==> src/rtl/btn_pkg.sv <==
// -----------------------------------------------------------------------------
// btn_pkg
// Shared constants for the push-button conditioner:
//   - default debounce / auto-repeat timings for a 25.125 MHz pixel clock
//   - channel index assignments for the pong game's PMOD2 buttons
//   - helper to size the per-channel counters
// No ports (package).
// -----------------------------------------------------------------------------
package btn_pkg;

   // Timing defaults at 25.125 MHz
   localparam int DEBOUNCE_10MS_25M = 251_250;    // 10 ms
   localparam int REPEAT_200MS_25M  = 5_025_000;  // 200 ms
   localparam int REPEAT_50MS_25M   = 1_256_250;  // 50 ms

   // Button channel indices
   localparam int CH_LEFT      = 0;
   localparam int CH_RIGHT     = 1;
   localparam int CH_SCORE_RST = 2;
   localparam int CH_SPEED_LSB = 3;
   localparam int CH_SPEED_MSB = 4;

   function automatic int max3(input int a, input int b, input int c);
      int m;
      m = (a > b) ? a : b;
      return (m > c) ? m : c;
   endfunction

   // Counters must hold every terminal value without wrapping.
   function automatic int cnt_width(input int deb, input int dly, input int per);
      return $clog2(max3(deb, dly, per) + 1);
   endfunction

endpackage

==> src/rtl/btn_conditioner_if.sv <==
// -----------------------------------------------------------------------------
// btn_conditioner_if
// Bundles the raw button pins and the conditioned button outputs.
//   btn_raw      raw pad inputs, asynchronous to clk
//   btn_level    debounced pressed state (1 = pressed)
//   btn_press    1-cycle strobe on accepted press
//   btn_release  1-cycle strobe on accepted release
//   btn_repeat   1-cycle auto-repeat strobe while held
// Modports: master = pin driver / game side, slave = conditioner.
// -----------------------------------------------------------------------------
interface btn_conditioner_if #(
   parameter int N_CH = 5
);
   logic [N_CH-1:0] btn_raw;
   logic [N_CH-1:0] btn_level;
   logic [N_CH-1:0] btn_press;
   logic [N_CH-1:0] btn_release;
   logic [N_CH-1:0] btn_repeat;

   modport master (
      output btn_raw,
      input  btn_level, btn_press, btn_release, btn_repeat
   );

   modport slave (
      input  btn_raw,
      output btn_level, btn_press, btn_release, btn_repeat
   );
endinterface

==> src/rtl/btn_debounce_ch.sv <==
// -----------------------------------------------------------------------------
// btn_debounce_ch
// One button channel: 2-FF synchroniser, debounce window, press/release
// strobes and optional auto-repeat.
//   clk          pixel clock
//   rst_n        asynchronous active-low reset
//   pin          polarity-normalised raw input (1 = pressed), asynchronous
//   level        debounced pressed state
//   press_stb    1-cycle strobe when a press is accepted
//   release_stb  1-cycle strobe when a release is accepted
//   repeat_stb   1-cycle auto-repeat strobe while held (0 if REPEAT_EN = 0)
// -----------------------------------------------------------------------------
module btn_debounce_ch
   import btn_pkg::*;
#(
   parameter int DEBOUNCE_CYC  = DEBOUNCE_10MS_25M,
   parameter int REPEAT_DELAY  = REPEAT_200MS_25M,
   parameter int REPEAT_PERIOD = REPEAT_50MS_25M,
   parameter bit REPEAT_EN     = 1'b1
) (
   input  logic clk,
   input  logic rst_n,
   input  logic pin,
   output logic level,
   output logic press_stb,
   output logic release_stb,
   output logic repeat_stb
);

   localparam int CNT_W = cnt_width(DEBOUNCE_CYC, REPEAT_DELAY, REPEAT_PERIOD);

   localparam logic [CNT_W-1:0] DEB_LAST = CNT_W'(DEBOUNCE_CYC - 1);
   localparam logic [CNT_W-1:0] DLY_LAST = CNT_W'(REPEAT_DELAY - 1);
   localparam logic [CNT_W-1:0] PER_LAST = CNT_W'(REPEAT_PERIOD - 1);

   logic             sync_p0;
   logic             sync_p1;
   logic [CNT_W-1:0] cnt;
   logic             st;
   logic             press_p2;
   logic             release_p2;
   logic [CNT_W-1:0] rc;
   logic             rep_phase;
   logic             repeat_p2;
   logic             accept;
   logic [CNT_W-1:0] rep_limit;

   // A change of the synced input survived a full debounce window this cycle.
   assign accept    = (sync_p1 != st) && (cnt == DEB_LAST);
   // First repeat waits the long delay, later ones the short period.
   assign rep_limit = rep_phase ? PER_LAST : DLY_LAST;

   // ---- stage p0/p1: synchroniser (reset value 0 = not pressed) ----
   always_ff @(posedge clk or negedge rst_n) begin
      if (!rst_n) begin
         sync_p0 <= 1'b0;
         sync_p1 <= 1'b0;
      end else begin
         sync_p0 <= pin;
         sync_p1 <= sync_p0;
      end
   end

   // ---- stage p2: debounce window, stable state and edge strobes ----
   always_ff @(posedge clk or negedge rst_n) begin
      if (!rst_n) begin
         cnt        <= '0;
         st         <= 1'b0;
         press_p2   <= 1'b0;
         release_p2 <= 1'b0;
      end else begin
         press_p2   <= 1'b0;
         release_p2 <= 1'b0;
         if (sync_p1 == st) begin
            cnt <= '0;
         end else if (accept) begin
            st         <= sync_p1;
            cnt        <= '0;
            press_p2   <= sync_p1;
            release_p2 <= ~sync_p1;
         end else begin
            cnt <= cnt + 1'b1;
         end
      end
   end

   // ---- stage p2: auto-repeat, runs only while the stable state is held ----
   // The accept cycle clears the counter in both directions: on a press the
   // delay starts from zero, on a release no strobe may follow.
   always_ff @(posedge clk or negedge rst_n) begin
      if (!rst_n) begin
         rc        <= '0;
         rep_phase <= 1'b0;
         repeat_p2 <= 1'b0;
      end else begin
         repeat_p2 <= 1'b0;
         if (!REPEAT_EN || !st || accept) begin
            rc        <= '0;
            rep_phase <= 1'b0;
         end else if (rc == rep_limit) begin
            rc        <= '0;
            rep_phase <= 1'b1;
            repeat_p2 <= 1'b1;
         end else begin
            rc <= rc + 1'b1;
         end
      end
   end

   assign level       = st;
   assign press_stb   = press_p2;
   assign release_stb = release_p2;
   assign repeat_stb  = repeat_p2;

endmodule

==> src/rtl/btn_conditioner.sv <==
// -----------------------------------------------------------------------------
// btn_conditioner
// Conditions raw PMOD push-buttons for the pong/VGA game core: per channel
// synchronisation, debounce, press/release strobes and masked auto-repeat.
//   clk    pixel-domain clock (25.125 MHz)
//   rst_n  asynchronous active-low reset
//   bus    btn_conditioner_if.slave
//            btn_raw (in), btn_level / btn_press / btn_release / btn_repeat (out)
// All outputs are synchronous and active-high.
// -----------------------------------------------------------------------------
module btn_conditioner
   import btn_pkg::*;
#(
   parameter int              N_CH          = 5,
   parameter bit              ACTIVE_LOW    = 1'b1,
   parameter int              DEBOUNCE_CYC  = DEBOUNCE_10MS_25M,
   parameter int              REPEAT_DELAY  = REPEAT_200MS_25M,
   parameter int              REPEAT_PERIOD = REPEAT_50MS_25M,
   parameter logic [N_CH-1:0] REPEAT_MASK   = N_CH'(5'b00011)
) (
   input  logic               clk,
   input  logic               rst_n,
   btn_conditioner_if.slave   bus
);

   if (DEBOUNCE_CYC < 1 || REPEAT_DELAY < 1 || REPEAT_PERIOD < 1) begin : g_param_check
      $error("btn_conditioner: DEBOUNCE_CYC, REPEAT_DELAY and REPEAT_PERIOD must be >= 1");
   end

   logic [N_CH-1:0] pressed_raw;
   logic [N_CH-1:0] level;
   logic [N_CH-1:0] press;
   logic [N_CH-1:0] rel;
   logic [N_CH-1:0] rep;

   // Normalising before the synchroniser lets the sync flops reset to 0,
   // which is the inactive pin level seen through the inversion.
   assign pressed_raw = ACTIVE_LOW ? ~bus.btn_raw : bus.btn_raw;

   for (genvar i = 0; i < N_CH; i++) begin : g_ch
      btn_debounce_ch #(
         .DEBOUNCE_CYC  (DEBOUNCE_CYC),
         .REPEAT_DELAY  (REPEAT_DELAY),
         .REPEAT_PERIOD (REPEAT_PERIOD),
         .REPEAT_EN     (REPEAT_MASK[i])
      ) u_ch (
         .clk         (clk),
         .rst_n       (rst_n),
         .pin         (pressed_raw[i]),
         .level       (level[i]),
         .press_stb   (press[i]),
         .release_stb (rel[i]),
         .repeat_stb  (rep[i])
      );
   end

   assign bus.btn_level   = level;
   assign bus.btn_press   = press;
   assign bus.btn_release = rel;
   assign bus.btn_repeat  = rep;

endmodule

==> src/flat_wrapper.sv <==
// flat-port wrapper written by rule: the top's interface ports become plain ports
module btn_conditioner_flat import btn_pkg::*;
#(
   parameter int              N_CH          = 5,
   parameter bit              ACTIVE_LOW    = 1'b1,
   parameter int              DEBOUNCE_CYC  = DEBOUNCE_10MS_25M,
   parameter int              REPEAT_DELAY  = REPEAT_200MS_25M,
   parameter int              REPEAT_PERIOD = REPEAT_50MS_25M,
   parameter logic [N_CH-1:0] REPEAT_MASK   = N_CH'(5'b00011)
)
  (clk, rst_n, bus_btn_raw, bus_btn_level, bus_btn_press, bus_btn_release, bus_btn_repeat);
  btn_conditioner_if #(.N_CH(N_CH)) bus_i ();
  input  logic clk;
  input  logic rst_n;
  input wire logic [$bits(bus_i.btn_raw)-1:0] bus_btn_raw;
  output wire logic [$bits(bus_i.btn_level)-1:0] bus_btn_level;
  output wire logic [$bits(bus_i.btn_press)-1:0] bus_btn_press;
  output wire logic [$bits(bus_i.btn_release)-1:0] bus_btn_release;
  output wire logic [$bits(bus_i.btn_repeat)-1:0] bus_btn_repeat;
  assign bus_i.btn_raw = bus_btn_raw;
  assign bus_btn_level = bus_i.btn_level;
  assign bus_btn_press = bus_i.btn_press;
  assign bus_btn_release = bus_i.btn_release;
  assign bus_btn_repeat = bus_i.btn_repeat;
  btn_conditioner #(.N_CH(N_CH), .ACTIVE_LOW(ACTIVE_LOW), .DEBOUNCE_CYC(DEBOUNCE_CYC), .REPEAT_DELAY(REPEAT_DELAY), .REPEAT_PERIOD(REPEAT_PERIOD), .REPEAT_MASK(REPEAT_MASK)) u_core (.clk(clk), .rst_n(rst_n), .bus(bus_i));
endmodule
==> config.mk <==
export PLATFORM = sky130hd
export DESIGN_NAME = btn_conditioner_flat
export DESIGN_NICKNAME = d
export VERILOG_FILES = /design/src/rtl/btn_pkg.sv /design/src/rtl/btn_conditioner_if.sv /design/src/rtl/btn_debounce_ch.sv /design/src/rtl/btn_conditioner.sv /design/src/flat_wrapper.sv
export SDC_FILE = /design/constraint.sdc
export NUM_CORES = 1
export LEC_CHECK = 0
export BUFFER_PORTS_ARGS = -buffer_cell sky130_fd_sc_hd__buf_4
export CAP_MARGIN = 20
export CORE_ASPECT_RATIO = 0.7
export CORE_MARGIN = 5
export CORE_UTILIZATION = 40
export DETAILED_ROUTE_END_ITERATION = 12
export HOLD_SLACK_MARGIN = 0.02
export SYNTH_ARGS = -nofsm -noshare
export SYNTH_HDL_FRONTEND = slang
export SYNTH_SLANG_ARGS = --single-unit
==> constraint.sdc <==
create_clock -name clk -period 4.4 [get_ports clk]
set_input_delay 1.32 -clock clk [delete_from_list [all_inputs] [get_ports clk]]
set_output_delay 1.32 -clock clk [all_outputs]
set_load 0.02 [all_outputs]
Yosys cells after proc, flatten, opt, wreduce, memory -nomap -nowiden
Index checks and enable logic that the tools add are counted.

word-level totals
  logic and storage cells = 131
  register bits = 190
  input port bits = 7

cells by class
  mux-type cells = 44
  reduce and logical (&&, ||, !) cells = 16
  add/sub/neg operators = 7
  eq/ne operators = 17
  bitwise logic cells = 11

operators with widths
  cell                     number
  $mux W23                 16
  $add A23 B1 Y23 const B  7
  $eq A23 B18 Y1 const B   5
  $eq A23 B23 Y1           2
  $mux W1                  28
  $not A1 Y1               10
  $reduce_and A2 Y1        5
  $eq A1 B1 Y1             5
  $logic_and A1 B1 Y1      5
  $ne A1 B1 Y1             5
  $not A5 Y5               1
  $reduce_bool A2 Y1       2
  $logic_not A1 Y1         2
  $logic_or A1 B1 Y1       2

Logic depth before layout (Yosys ltp)
  depth in word-level cells = 4
  mapped depth = 8
  gate-level depth less buffers = 7

Cells and area by module
A second synthesis with hierarchy kept.

unflattened totals
  cells, all modules = 936
  area total of the unflattened synthesis = 9412.8 µm²

modules (own cells, without submodules)
  module                                     times used  sequential area each (µm²)  area each (µm²)  cells each
  btn_debounce_ch (u_core.g_ch[0].u_ch ...)  2           1326.3                      2595.0           260
  btn_debounce_ch (u_core.g_ch[2].u_ch ...)  3           700.7                       1401.3           137
  btn_conditioner                            1           0.0                         18.8             5

Least setup slack after synthesis
No wires, ideal clock.

  path kind = reg2out
  start point = register u_core.g_ch[1].u_ch.st
  end point = output port bus_btn_level[1]
  data arrival time = 0.629 ns
  path slack = 2.451 ns
  cell stages (with the launch flop) = 2
  cells stage by stage = dfrtp_1 buf_4

RTL lines
  what                      RTL line               RTL
  start: declaration        btn_debounce_ch.sv:39  logic st;
  start signal: assignment  btn_debounce_ch.sv:77  st <= sync_p1;
  end: declaration          flat_wrapper.sv:16     output wire logic [$bits(bus_i.btn_level)-1:0] bus_btn_level;

No word-level cell between the ends.

Worst setup path in the final report
  start point = register u_core.g_ch[1].u_ch.st
  end point = output port bus_btn_level[1]

No word-level cell between the ends.

==> flow_metrics.tcl <==
set metrics [dict create \
    cts.path.max_buffers 2 \
    power_frac_comb 0.025 \
    clk_pin_slew_ns 0.07 \
    hold_path_depth 0 \
    ys_warn_count 0 \
    ys.flop_type "dfrtp_1" \
    fin_skew_ns 0.009599 \
    synthAdderAreaFrac 0.01628 \
    grt_usage 0.1371 \
    power.leakage_nw 4.221 \
    wl_mm 16.65 \
    synth.avg_cell_area_um2 10.01 \
    diodes 0 \
    worstReg2RegStart "u_core.g_ch[0].u_ch.rc[9]" \
    crit_family "flip-flops" \
    cts_resized 0 \
    root_buffer "clkbuf_16" \
    die_w_um 191.5 \
    reg2reg_depth 5 \
    cp_max_fo 8 \
    ir_worst_vdd_mv 0.2713 \
    reg2reg_slack_ns 2.04 \
    final_cells 1253 \
    seqPwrFrac 0.519 \
    dp.cells 1221 \
    grt_pass1_wl_mm 29.57 \
    finish.utilization 0.4485 \
    synth-compound-area-share 0.01438 \
    cts_inserted_buffers 17 \
    place_hpwl_mm 10.86 \
    yosysSeqAreaShare 0.5155 \
    via_count 6130 \
    r2r_end "u_core.g_ch[0].u_ch.rc[22]" \
    place_area_um2 9573 \
    arrival_ns 1.14 \
    start_util 0.4067 \
    layout_min_cycle_time_ns 2.459 \
    synth-simple-area-share 0.2648 \
    clock_latency_ns 0.43 \
    grt_setup_unrepaired "no" \
    synth_xor_area_frac 0.1443 \
    overflow 0 \
    post-route-cell-area_um2 10170 \
    drt_iter0_markers 398 \
    post-cts-setup-buffers 0 \
    path_cells "buf_4" \
    power_mw 3.426 \
    power.switching_uw 777.3 \
    first_global_vias 5947 \
    tightest_slew_ns 0.9352 \
    cts_tree "built" \
    cts_hold_buf 0 \
    slew_headroom 0.3764 \
    drc 0 \
    critPathSlowestCell "dfrtp_1" \
    ys_types 46 \
    end_kind "output pin" \
    routed_via_density 4.892 \
    period_share 0.5588 \
    cp_num_cells 1 \
    cp_num_buf_inv 1 \
    coreArea_um2 22680 \
    setup_viol 0 \
    pwr-share-clk 0.456 \
    final_common_cell "nor2_1" \
    drv_cap 0 \
    grt_max_degree 80 \
    status "completed" \
    synth_mux_area_frac 0.006105 \
    synth_edf_count 0 \
    hold_viol 0 \
    fp-row-count 46 \
    wl_per_cell_um 13.29 \
    synth_area_um2 9223 \
    synthCells 921 \
    syn_to_final_growth_pct 10.28 \
    critPathKind "flop to output pin" \
    crit_path_end "bus_btn_level[1]" \
    fillers 2174 \
    die_area_um2 26240 \
    antenna_found_initial 0 \
    layout_common_cells "194 x nor2_1, 190 x dfrtp_1, 95 x xor2_1, 66 x nand3_1, 58 x nand2_1" \
    synth.ff_latch_count 190 \
    ioPinCount 27 \
    die_y_um 137.0 \
    p_sw_frac 0.2269 \
    drv_slew 0 \
    drt_first_pass_iters 4 \
    htreeDepth 4 \
    min_path_type "flop to flop" \
    start_kind "flop" \
    intPower_mw 2.649 \
    layout-drive-gt1-share 0.07439 \
    async_reset_ff_frac 1.000 \
    tns_ns 0 \
    cp.required_ns 3.08 \
    p_per_area_nw_per_um2 336.9 \
    nNetsFinal 947 \
    ant_nets 0 \
    fmax_ghz 0.4068 \
    clock-sinks 190 \
    synth_top_family_by_area "simple AND/OR/NAND/NOR gates" \
    port_buffers 23 \
    startpoint "u_core.g_ch[1].u_ch.level" \
    worst_path_largest_cell_delay_ns 0.50 \
    gp_congestion 0.7766 \
]
power by group through the flow:
stage | sequential [mW] | clock (mW) | combinational, mW
2_1_floorplan | 1.81 | 0 | 0.0422
3_3_place_gp | 1.81 | 0 | 0.0907
3_5_place_dp | 1.81 | 0 | 0.0909
4_1_cts | 1.78 | 1.61 | 0.0915
5_1_grt | 1.78 | 1.68 | 0.103
6_report | 1.78 | 1.56 | 0.0861
cell families after synthesis:
group                      Yosys count
AOI/OAI and AO/OA                   16
xor gates and xnor gates           152
adders and majority gates           12
buffers and inverters               65
DFF                                190
muxes                                5
other                                1
and+or+nand+nor                    480
cells in the mapped netlist, types with 2 or more instances:
cell type,n,area [um^2]
xor2_1,95,832.1
buf_6,2,22.52
mux2_1,2,22.52
mux2_2,3,33.78
a21oi_1,4,20.02
nor4_1,19,118.9
or4_1,2,15.01
and3_1,21,131.4
dfrtp_1,190,4755
nand2_1,58,217.7
nor4_2,6,75.07
nand4_1,43,269.0
nor4b_1,12,105.1
nor4bb_1,2,20.02
o21ai_0,2,10.01
and2_1,3,18.77
inv_1,26,97.59
nand4bb_1,3,33.78
nor3_1,19,95.09
xnor2_1,57,499.2
buf_2,2,10.01
nor3b_1,10,75.07
nand3_1,66,330.3
nand4b_1,2,17.52
buf_1,2,7.510
clkbuf_1,9,33.78
and4_1,11,96.34
or3_1,3,18.77
nor2_1,194,728.2
buf_4,24,180.2
or4b_1,2,20.02
o211ai_1,2,15.01
ha_1,12,150.1
worst min path at each step:
| stage | start | end | slack (ns) |
|---|---|---|---|
| 2_1_floorplan | u_core.g_ch[0].u_ch.sync_p0 | u_core.g_ch[0].u_ch.sync_p1 | 0.33 |
| 3_3_place_gp | u_core.g_ch[1].u_ch.sync_p0 | u_core.g_ch[1].u_ch.sync_p1 | 0.33 |
| 3_5_place_dp | u_core.g_ch[2].u_ch.sync_p0 | u_core.g_ch[2].u_ch.sync_p1 | 0.34 |
| 4_1_cts | u_core.g_ch[4].u_ch.sync_p0 | u_core.g_ch[4].u_ch.sync_p1 | 0.36 |
| 5_1_grt | u_core.g_ch[4].u_ch.sync_p0 | u_core.g_ch[4].u_ch.sync_p1 | 0.36 |
| 6_report | u_core.g_ch[1].u_ch.sync_p0 | u_core.g_ch[1].u_ch.sync_p1 | 0.35 |
final cells by class:
cell class | instances | area, um^2 | area share
Clock buffer | 18 | 439.2 | 0.04318
Clock inverter | 14 | 158.9 | 0.01562
Inverter | 26 | 97.59 | 0.009595
Multi-Input combinational cell | 668 | 4124 | 0.4055
Sequential cell | 190 | 4755 | 0.4675
Tap cell | 312 | 390.4 | 0.03838
Timing Repair Buffer | 25 | 206.4 | 0.02030
routing by layer:
metal  part of all wire  vias to the layer above  GRT usage
met5                  0                        -          0
met4             0.0065                        0    0.03708
met3              0.029                        7    0.03187
met2               0.42                       70     0.1917
met1               0.55                     2929     0.2118
li1                   -                     3124          -
through the flow:
| step | setup slack [ns] | hold WS (ns) |
|---|---|---|
| 6_report | 1.942 | 0.3495 |
| 5_1_grt | 1.790 | 0.3619 |
| 4_1_cts | 1.907 | 0.3567 |
| 3_5_place_dp | 1.952 | 0.3370 |
| 3_3_place_gp | 1.953 | 0.3328 |
| 2_1_floorplan | 2.451 | 0.3312 |
state kept, by name, indices dropped and copies added (netlist names):
register	cells
u_core.g_ch.u_ch.cnt	115
u_core.g_ch.u_ch.press_stb	5
u_core.g_ch.u_ch.rc	46
u_core.g_ch.u_ch.rep_phase	2
u_core.g_ch.u_ch.sync_p0	5
u_core.g_ch.u_ch.repeat_stb	2
u_core.g_ch.u_ch.level	5
u_core.g_ch.u_ch.sync_p1	5
u_core.g_ch.u_ch.release_stb	5
Note: power is estimated with default switching activity, not from simulation.
